<file path="src/rtl/rpc2_ctrl_cfg_sync_axiclk.sv">
// rpc2_ctrl_cfg_sync_axiclk: multi-channel config-field synchronizer with stability filter into the AXI clock domain
// Ports: AXIm_ACLK/AXIm_ARESETN clock and async active-low reset; cfg_in source fields (channel c at [c*WIDTH +: WIDTH]);
// cfg_hold freezes output updates; cfg_out filtered fields; cfg_chg per-channel update pulse; cfg_settled no change pending.
module rpc2_ctrl_cfg_sync_axiclk #(
  parameter int NUM_CH = 2,
  parameter int WIDTH = 2,
  parameter int SYNC_STAGES = 2,
  parameter int STABLE_CYCLES = 2,
  parameter logic [WIDTH-1:0] RESET_VAL = '0
) (
  input  logic                    AXIm_ACLK,
  input  logic                    AXIm_ARESETN,
  input  logic [NUM_CH*WIDTH-1:0] cfg_in,
  input  logic                    cfg_hold,
  output logic [NUM_CH*WIDTH-1:0] cfg_out,
  output logic [NUM_CH-1:0]       cfg_chg,
  output logic [NUM_CH-1:0]       cfg_settled
);
  localparam int N = NUM_CH * WIDTH;
  localparam int CW = $clog2(STABLE_CYCLES + 1);
  localparam logic [CW-1:0] CMAX = CW'(STABLE_CYCLES - 1);
  logic [SYNC_STAGES-1:0][N-1:0] sync_q, sync_d;
  logic [N-1:0] cand_q, cand_d, out_q, out_d;
  logic [NUM_CH-1:0][CW-1:0] cnt_q, cnt_d;
  logic [NUM_CH-1:0] chg_q, chg_d;
  logic [WIDTH-1:0] sl, cd, od;
  always_comb begin
    sync_d = {sync_q[SYNC_STAGES-2:0], cfg_in};
    cand_d = cand_q;
    out_d = out_q;
    cnt_d = cnt_q;
    chg_d = '0;
    cfg_settled = '0;
    sl = '0;
    cd = '0;
    od = '0;
    for (int c = 0; c < NUM_CH; c++) begin
      sl = sync_q[SYNC_STAGES-1][c*WIDTH +: WIDTH];
      cd = cand_q[c*WIDTH +: WIDTH];
      od = out_q[c*WIDTH +: WIDTH];
      cfg_settled[c] = (sl == cd) && (cd == od);
      if (sl != cd) begin
        cand_d[c*WIDTH +: WIDTH] = sl;
        cnt_d[c] = '0;
      end else if (cd != od && cnt_q[c] == CMAX && !cfg_hold) begin
        out_d[c*WIDTH +: WIDTH] = cd;
        chg_d[c] = 1'b1;
        cnt_d[c] = '0;
      end else if (cd != od) begin
        // saturate so a held, fully qualified value fires on the first unheld edge
        cnt_d[c] = (cnt_q[c] == CMAX) ? CMAX : cnt_q[c] + 1'b1;
      end else begin
        cnt_d[c] = '0;
      end
    end
  end
  always_ff @(posedge AXIm_ACLK or negedge AXIm_ARESETN) begin
    if (!AXIm_ARESETN) begin
      sync_q <= {(SYNC_STAGES*NUM_CH){RESET_VAL}};
      cand_q <= {NUM_CH{RESET_VAL}};
      out_q <= {NUM_CH{RESET_VAL}};
      cnt_q <= '0;
      chg_q <= '0;
    end else begin
      sync_q <= sync_d;
      cand_q <= cand_d;
      out_q <= out_d;
      cnt_q <= cnt_d;
      chg_q <= chg_d;
    end
  end
  assign cfg_out = out_q;
  assign cfg_chg = chg_q;
endmodule

</file>
<file path="config.mk">
export PLATFORM = sky130hd
export DESIGN_NAME = rpc2_ctrl_cfg_sync_axiclk
export DESIGN_NICKNAME = d
export VERILOG_FILES = /design/src/rtl/rpc2_ctrl_cfg_sync_axiclk.sv
export SDC_FILE = /design/constraint.sdc
export NUM_CORES = 1
export LEC_CHECK = 0
export BUFFER_PORTS_ARGS = -buffer_cell sky130_fd_sc_hd__buf_2
export CAP_MARGIN = 20
export CORE_AREA = 2 2 57 59
export DETAILED_ROUTE_END_ITERATION = 16
export DIE_AREA = 0 0 59 61
export SLEW_MARGIN = 20
export SYNTH_ARGS = -nofsm -noshare
export SYNTH_HDL_FRONTEND = slang
export SYNTH_SLANG_ARGS = --single-unit
</file>
<file path="constraint.sdc">
create_clock -name AXIm_ACLK -period 2.3 [get_ports AXIm_ACLK]
set_input_delay 0.23 -clock AXIm_ACLK [delete_from_list [all_inputs] [get_ports AXIm_ACLK]]
set_output_delay 0.23 -clock AXIm_ACLK [all_outputs]
set_load 0.01 [all_outputs]
</file>
==> results of run 1 <==
## per-stage QoR
step,instance area (um2),setup WS [ns],std cells
4_1_cts,978,0.472,110
2_1_floorplan,846,0.941,62
5_1_grt,1020,0.418,114
3_3_place_gp,932,0.851,105
3_5_place_dp,932,0.833,105
6_report,1020,0.507,114
## layer usage
layer,vias to the layer above,share of wire
met2,10,0.53
met5,-,0
li1,253,-
met3,3,0.043
met4,0,0.015
met1,269,0.41
## worst register-to-register path: cells and delay by family, from the launching register on
| family | cells | cell delay, ns |
|---|---|---|
| flip-flops | 1 | 0.45 |
| multiplexers | 1 | 0.38 |
| AO/OA/AOI/OAI | 1 | 0.35 |
| XOR/XNOR | 1 | 0.20 |
## cell usage in the layout, fill, tap and decap left out
| cell type | instances |
|---|---|
| o2111ai_1 | 2 |
| a22oi_1 | 2 |
| a21oi_1 | 2 |
| nand3_1 | 4 |
| or3_2 | 2 |
| xor2_1 | 4 |
| mux2_2 | 4 |
| o211ai_1 | 2 |
| inv_1 | 2 |
| clkbuf_8 | 1 |
| nand2b_1 | 2 |
| dlygate4sd3_1 | 5 |
| xnor2_1 | 4 |
| dfrtp_1 | 22 |
| buf_2 | 14 |
| or3_1 | 2 |
| nor3b_1 | 4 |
| clkbuf_4 | 3 |
## power breakdown
part           leakage (nW)  switching, W  internal [W]
clock network        0.0210      0.000110     0.0000966
registers             0.273     0.0000525      0.000434
logic                 0.187     0.0000791     0.0000871
total                 0.482      0.000241      0.000618
## final timing paths
check	start	end	slack (ns)	cells after the start
max	sync_q[4]	cfg_settled[0]	0.51	3
min	cfg_hold	cnt_q[0]	0.20	3
max reg2reg	sl[1]	cfg_out[3]	0.82	3
min reg2reg	sync_d[7]	sl[1]	0.36	0
max in group asynchronous	AXIm_ARESETN	cnt_q[2]	1.57	2
min in group asynchronous	AXIm_ARESETN	cand_q[3]	0.40	2
## cells in the mapped netlist
| cell | n |
|---|---|
| or3_2 | 2 |
| o2111ai_1 | 2 |
| a22oi_1 | 2 |
| mux2_2 | 4 |
| inv_1 | 2 |
| xor2_1 | 4 |
| nand2b_1 | 2 |
| o211ai_1 | 2 |
| nor3b_1 | 4 |
| dlygate4sd1_1 | 2 |
| or3_1 | 2 |
| clkbuf_1 | 2 |
| dfrtp_1 | 22 |
| nand3_1 | 4 |
| xnor2_1 | 4 |
| a21oi_1 | 2 |
## sequential cells by signal (all words and copies together), names as in the netlist
register and count:
cfg_chg 2, sync_q 2, sl 2, cnt_q 4, cfg_out 4, sync_d 4
cand_q 4
## layout make-up
type | count | area [um2]
clock buffers | 4 | 36.3
fillers | 304 | 1930
inverters | 2 | 7.51
multi-input cells | 34 | 263
flip-flops and latches | 22 | 551
well taps | 33 | 41.3
repair buffers | 19 | 120
## cell families after synthesis
family / after synthesis / share of synthesized area
flip-flops: 22 / 0.651
AND/OR/NAND/NOR: 14 / 0.107
AO/OA/AOI/OAI: 8 / 0.0680
XOR/XNOR: 8 / 0.0828
buffers and inverters: 6 / 0.0385
multiplexers: 4 / 0.0533
==> results.py, run 1 <==
metrics = {
    "run_status": {
        "outcome": "complete, no violations",
    },
    "global_routing": {
        "gr-total-overflow": 0,
        "use_met2": 0.157,
        "use_met3": 0.0256,
        "grt_pass1_wl_mm": 2.21,
        "grt-busiest-layer": "met2",
        "antenna_found_initial": 0,
        "grt_pass1_vias": 562,
        "grt_max_degree": 23,
        "grt.total_usage": 0.0839,
        "grt.met1_usage": 0.0851,
    },
    "sta": {
        "timing.hold.ws_ns": 0.202,
        "setup_viol_count_final": 0,
        "max-slew-margin-rel": 0.683,
        "rsz0062_at_grt": "no",
        "skew_ns": 0.00297,
        "layout_min_cycle_time_ns": 1.79,
        "tns_ns": 0,
        "hold_violations": 0,
        "clock.fmax_ghz": 0.558,
        "finalCritPeriodShare": 0.780,
        "drv_slew": 0,
        "worstMarginPinSlew_ns": 0.476,
    },
    "logic_synthesis": {
        "ys_seq_area_frac": 0.651,
        "synth_top_area_frac": 0.651,
        "ys_ff_latch": 22,
        "synth.avg_cell_area_um2": 13.6,
        "synth_cell_type_count": 16,
        "synth_area_leaders": "dfrtp_1 (65%), mux2_2 (5.3%), xnor2_1 (4.1%), xor2_1 (4.1%), nor3b_1 (3.6%)",
        "syn_nets": 69,
        "synth_area_um2": 846,
        "syn_inst": 62,
        "yosys.area.top_type": "dfrtp_1",
        "ys_warn_count": 0,
    },
    "layout": {
        "diodes": 0,
        "drive_above_1_share": 0.296,
        "layout.nets": 89,
        "final_core_util": 0.345,
        "area_delta_synth_final_pct": 20.4,
    },
    "clocking": {
        "clock_path_buffers": 2,
        "hold_buffers": 1,
        "cts_tree": "yes",
        "cts-root-buf": "clkbuf_4",
        "cts_resized": 0,
        "cts.sinks": 22,
        "htreeDepth": 1,
        "clk_pin_slew_ns": 0.11,
        "cts_buffers": 3,
        "postCtsSetupRepairBufs": 0,
        "insertion_delay_ns": 0.30,
    },
    "power": {
        "pwr_density_cell_nw_per_um2": 844,
        "ir_worst_vdd_mv": 0.371,
        "leakage_nw": 0.482,
        "finalPower_w": 0.000859,
    },
    "floorplan": {
        "chipHeight_um": 61,
        "io_pins": 15,
        "die_w_um": 59,
        "rows": 20,
        "dieArea_um2": 3600,
        "start_util": 0.286,
        "core_um2": 2950,
    },
    "critical_path": {
        "worst_ep_required_time_ns": 2.07,
        "crit_path_end_kind": "primary output",
        "cp_slowest_cell": "or3_2",
        "worstSetupStartpointType": "flop",
        "cpPeakStageDelay_ns": 0.48,
        "worstPathMaxFanout": 5,
        "worst-path-buf-inv": 1,
        "crit_family": "simple AND/OR/NAND/NOR gates",
        "path_cells": "or3_2 -> a22oi_1 -> buf_2",
        "worst-setup-path-type": "flop to primary output",
        "crit_arrival_ns": 1.56,
    },
    "place": {
        "finalWeightedCongestion": 0.735,
        "portBuffers": 14,
    },
    "run": {
        "drv_cap": 0,
    },
    "worst_hold_path": {
        "hp-class": "primary input to flop",
    },
    "drt": {
        "drc": 0,
        "vias": 535,
        "wl_mm": 1.27,
        "ant_nets": 0,
        "viasPerCell": 4.69,
        "drtPass1Iterations": 3,
        "drt-wirelength-per-cell_um": 11.1,
        "drtIter0Drc": 8,
    },
}
Note: power is estimated with default switching activity, not from simulation.
==> run 2, diff against run 1 <==
==> constraint.sdc (replaced) <==
create_clock -name AXIm_ACLK -period 1.7 [get_ports AXIm_ACLK]
set_input_delay 0.17 -clock AXIm_ACLK [delete_from_list [all_inputs] [get_ports AXIm_ACLK]]
set_output_delay 0.17 -clock AXIm_ACLK [all_outputs]
set_load 0.01 [all_outputs]
==> results.py, run 2 (synthesis gave the netlist of run 1 again) <==
metrics = {
    "drt": {
        "drc": 0,
        "vias": 554,
        "wl_mm": 1.35,
        "ant_nets": 0,
        "viasPerCell": 4.58,
        "drtIter0Drc": 7,
        "drtPass1Iterations": 4,
        "drt-wirelength-per-cell_um": 11.2,
    },
    "power": {
        "finalPower_w": 0.00115,
        "pwr_density_cell_nw_per_um2": 1070,
        "leakage_nw": 0.511,
        "ir_worst_vdd_mv": 0.417,
    },
    "critical_path": {
        "crit_path_end_kind": "primary output",
        "worst-setup-path-type": "flop to primary output",
        "worstSetupStartpointType": "flop",
        "r2r-start": "sync_q[4]",
        "worstPathMaxFanout": 4,
        "r2r-end": "cfg_out[0]",
        "rrSetupSlack_ns": 0.15,
        "cp-endpoint": "cfg_settled[1]",
        "worstRegToRegCells": 4,
        "crit_path_start": "sl[0]",
        "worst_ep_required_time_ns": 1.53,
        "crit_arrival_ns": 1.47,
    },
    "sta": {
        "drv_slew": 0,
        "finalCritPeriodShare": 0.964,
        "worstMarginPinSlew_ns": 0.478,
        "rsz0062_at_grt": "no",
        "hold_violations": 0,
        "max-slew-margin-rel": 0.681,
        "clock.fmax_ghz": 0.610,
        "skew_ns": 0.00683,
        "setup_viol_count_final": 0,
        "layout_min_cycle_time_ns": 1.64,
        "tns_ns": 0,
    },
    "place": {
        "portBuffers": 14,
        "finalWeightedCongestion": 0.706,
        "dp_hpwl_um": 895,
    },
    "clocking": {
        "cts-root-buf": "clkbuf_4",
        "cts_buffers": 3,
        "cts_tree": "yes",
        "clock_path_buffers": 2,
        "clk_pin_slew_ns": 0.12,
        "htreeDepth": 1,
        "insertion_delay_ns": 0.30,
        "cts.sinks": 22,
    },
    "floorplan": {
        "rows": 20,
        "core_um2": 2950,
        "die_w_um": 59,
        "start_util": 0.286,
        "io_pins": 15,
        "chipHeight_um": 61,
        "dieArea_um2": 3600,
    },
    "layout": {
        "layout.nets": 97,
        "drive_above_1_share": 0.398,
        "layout_common_cells": "dfrtp_1 (19), buf_2 (14), buf_4 (8), dlygate4sd3_1 (5)",
        "area_delta_synth_final_pct": 27.4,
        "diodes": 0,
        "layout_commonest_cell": "dfrtp_1",
    },
    "worst_hold_path": {
        "hold_depth": 3,
        "hp-class": "primary input to flop",
    },
    "global_routing": {
        "antenna_found_initial": 0,
        "grt_pass1_vias": 559,
        "gr-total-overflow": 0,
        "grt_pass1_wl_mm": 2.36,
        "grt_max_degree": 23,
        "grt.total_usage": 0.0890,
    },
    "run_status": {
        "outcome": "complete, no violations",
    },
    "run": {
        "drv_cap": 0,
    },
}
run 2: critical path, stage by stage, from the launching register on:
cell and delay (ns):
dfrtp_2 0.45, or3_1 0.38, a22oi_1 0.18, buf_2 0.15
run 2: power by group:
part	switching (W)	internal (W)	total (W)	leakage [nW]
logic	0.000123	0.000143	0.000266	0.227
registers	0.0000627	0.000590	0.000652	0.270
clock network	0.000149	0.0000825	0.000232	0.0138
total	0.000335	0.000815	0.00115	0.511
run 2: how the worst min path moves through the flow:
stage | startpoint | to | slack, ns
2_1_floorplan | AXIm_ARESETN | cand_q[0] | -0.13
3_3_place_gp | AXIm_ARESETN | sync_d[7] | 0.15
3_5_place_dp | AXIm_ARESETN | sync_d[7] | 0.17
4_1_cts | cfg_hold | cnt_q[0] | 0.13
5_1_grt | cfg_hold | cnt_q[0] | 0.13
6_report | cfg_hold | cnt_q[0] | 0.14
run 2: area by class of cell:
type                            count  area, um2
Inverter                            2       7.51
Multi-Input combinational cell     34        272
Sequential cell                    22        554
Clock buffer                        3       22.5
Fill cell                         304       1880
Timing Repair Buffer               27        180
Tap cell                           33       41.3
run 2: what timing repair did:
action / in CTS / in global routing
setup endpoints to repair: 2 / 2
buffers inserted: 2 / 6
endpoints found under the hold margin: 26 / 0
hold buffers: 5 / 0
pin swaps: 0 / 1
resized for setup: 2 / 3
run 2: metrics by stage:
stage	hold WS (ns)	setup slack, ns	utilization	instances	cell area, um2
finish	0.137	0.0616	0.365	121	1080
global route	0.128	0.00317	0.365	121	1080
floorplan	-0.126	0.341	-	62	846
detailed placement	0.166	0.233	0.316	105	932
global placement	0.152	0.274	0.316	105	932
CTS	0.131	0.0155	0.348	115	1030
run 2: layer usage:
| layer | routed length (um) | GRT usage | part of all wire | vias to the layer above |
|---|---|---|---|---|
| met3 | 42 | 0.0256 | 0.031 | 0 |
| met5 | 0 | 0 | 0 | - |
| met2 | 741 | 0.165 | 0.55 | 7 |
| met4 | 0 | 0.0390 | 0 | 0 |
| li1 | - | - | - | 268 |
| met1 | 569 | 0.0937 | 0.42 | 279 |
==> run 3, diff against run 2 <==
==> constraint.sdc (replaced) <==
create_clock -name AXIm_ACLK -period 2.05 [get_ports AXIm_ACLK]
set_input_delay 0.205 -clock AXIm_ACLK [delete_from_list [all_inputs] [get_ports AXIm_ACLK]]
set_output_delay 0.205 -clock AXIm_ACLK [all_outputs]
set_load 0.01 [all_outputs]
==> results.py, run 3 (synthesis gave the netlist of run 1 again) <==
metrics = {
    "sta": {
        "rsz0062_at_grt": "no",
        "clock.fmax_ghz": 0.560,
        "skew_ns": 0.00362,
        "finalCritPeriodShare": 0.871,
        "tns_ns": 0,
        "setup_ws_ns": 0.263,
        "layout_min_cycle_time_ns": 1.79,
        "worstMarginPinSlew_ns": 0.476,
        "hold_violations": 0,
        "setup_viol_count_final": 0,
        "drv_slew": 0,
        "max-slew-margin-rel": 0.682,
    },
    "drt": {
        "drtIter0Drc": 8,
        "route.met3.wl_um": 54,
        "vias": 520,
        "drc": 0,
        "met2_length_um": 713,
        "wl_mm": 1.27,
        "viasPerCell": 4.60,
        "drtPass1Iterations": 4,
        "ant_nets": 0,
        "drt-wirelength-per-cell_um": 11.2,
        "drt-met1-wl_um": 497,
        "highest_layer": "met3",
    },
    "layout": {
        "diodes": 0,
        "layout.nets": 89,
        "layout_common_cells": "dfrtp_1 (22), buf_2 (14), dlygate4sd3_1 (5)",
        "drive_above_1_share": 0.288,
        "layout_commonest_cell": "dfrtp_1",
        "area_delta_synth_final_pct": 18.8,
    },
    "power": {
        "leakage_nw": 0.474,
        "netSwitchingFraction": 0.292,
        "power_frac_clock": 0.206,
        "p_seq_frac": 0.591,
        "p_sw_w": 0.000269,
        "p_comb_frac": 0.203,
        "pwr_density_cell_nw_per_um2": 918,
        "ir_worst_vdd_mv": 0.347,
        "power.internal_w": 0.000653,
    },
    "worst_hold_path": {
        "hold_depth": 3,
        "worstHoldEndpoint": "cnt_q[0]",
        "hp-class": "primary input to flop",
        "worstHoldStart": "cfg_hold",
    },
    "global_routing": {
        "grt.total_usage": 0.0890,
        "gr-total-overflow": 0,
        "grt_max_degree": 23,
        "grt_pass1_vias": 554,
        "grt_pass1_wl_mm": 2.36,
        "antenna_found_initial": 0,
    },
    "critical_path": {
        "worstPathMaxFanout": 5,
        "crit_arrival_ns": 1.58,
        "crit_path_end_kind": "primary output",
        "worstRegToRegCells": 3,
        "worstSetupStartpointType": "flop",
        "r2r-start": "sync_q[4]",
        "path_cells": "or3_2 -> a22oi_1 -> buf_2",
        "worst-setup-path-type": "flop to primary output",
        "cpPeakStageDelay_ns": 0.49,
        "worst_ep_required_time_ns": 1.85,
        "r2r-end": "cfg_out[0]",
        "cp_slowest_cell": "or3_2",
        "rrSetupSlack_ns": 0.57,
    },
    "floorplan": {
        "start_util": 0.286,
        "dieArea_um2": 3600,
        "chipHeight_um": 61,
        "core_um2": 2950,
        "die_w_um": 59,
        "rows": 20,
        "io_pins": 15,
    },
    "clocking": {
        "cts_tree": "yes",
        "cts-root-buf": "clkbuf_4",
        "insertion_delay_ns": 0.30,
        "clk_pin_slew_ns": 0.12,
        "cts_buffers": 3,
        "cts_resized": 0,
        "clock_path_buffers": 2,
        "cts.sinks": 22,
        "htreeDepth": 1,
    },
    "place": {
        "portBuffers": 14,
        "dp_slack_ns": 0.583,
        "dp_hpwl_um": 896,
        "finalWeightedCongestion": 0.706,
    },
    "run_status": {
        "outcome": "complete, no violations",
    },
    "run": {
        "drv_cap": 0,
    },
}
==> run 3: cell count changes in the layout (fill, tap and decap cells not counted) <==
cell / previous run / this run
a22oi_1: 1 / 2
a22oi_2: 1 / 0
buf_4: 8 / 0
dfrtp_1: 19 / 22
dfrtp_2: 3 / 0
or3_2: 1 / 2
or3_4: 1 / 0
==> run 3: worst max-delay path by stage <==
| stage | start | end | slack [ns] | cells after the start |
|---|---|---|---|---|
| after floorplan | cfg_out[1] | cfg_out[0] | 0.69 | 3 |
| after global placement | sync_q[4] | cfg_settled[0] | 0.62 | 3 |
| after detailed placement | sync_q[4] | cfg_out[0] | 0.58 | 3 |
| after CTS | sync_q[4] | cfg_settled[0] | 0.23 | 3 |
| after global routing | sync_q[4] | cfg_settled[0] | 0.19 | 3 |
| final | sync_q[4] | cfg_settled[0] | 0.26 | 3 |
==> run 3: through the flow <==
stage / utilization / hold slack (ns) / total power [W] / cells / cell area [um2]
floorplan: - / -0.0906 / 0.000663 / 62 / 846
global placement: 0.316 / 0.187 / 0.000729 / 105 / 932
detailed placement: 0.316 / 0.201 / 0.000738 / 105 / 932
CTS: 0.340 / 0.166 / 0.000940 / 113 / 1000
global route: 0.340 / 0.163 / 0.000990 / 113 / 1000
finish: 0.340 / 0.175 / 0.000923 / 113 / 1000
==> run 3: what timing repair did <==
action / 4_1_cts / 5_1_grt
hold buffers: 5 / 0
endpoints found under the hold margin: 26 / 0
setup buffers: 0 / 0
==> run 3: power by group through the flow <==
stage / Sequential (W) / Clock (W) / Combinational [W]
2_1_floorplan: 0.000561 / 0 / 0.000102
3_3_place_gp: 0.000549 / 0 / 0.000179
3_5_place_dp: 0.000554 / 0 / 0.000184
4_1_cts: 0.000546 / 0.000203 / 0.000191
5_1_grt: 0.000557 / 0.000221 / 0.000212
6_report: 0.000545 / 0.000190 / 0.000187
==> run 3: layout make-up <==
| cell class | instances | area (um2) |
|---|---|---|
| flip-flops and latches | 22 | 551 |
| multi-input cells | 34 | 263 |
| fillers | 307 | 1950 |
| repair buffers | 19 | 120 |
| inverters | 2 | 7.51 |
| clock buffers | 3 | 22.5 |
| well taps | 33 | 41.3 |
==> run 3: layer usage <==
metal / vias up / track usage
met3: 0 / 0.0256
li1: 252 / -
met1: 257 / 0.0950
met2: 11 / 0.163
met4: 0 / 0.0390
met5: - / 0
==> run 3: worst max-delay path: cells and delay by family (launching register included) <==
family,cells,cell delay [ns]
AO/OA/AOI/OAI,1,0.17
buffers and inverters,1,0.16
flip-flops,1,0.46
AND/OR/NAND/NOR,1,0.49
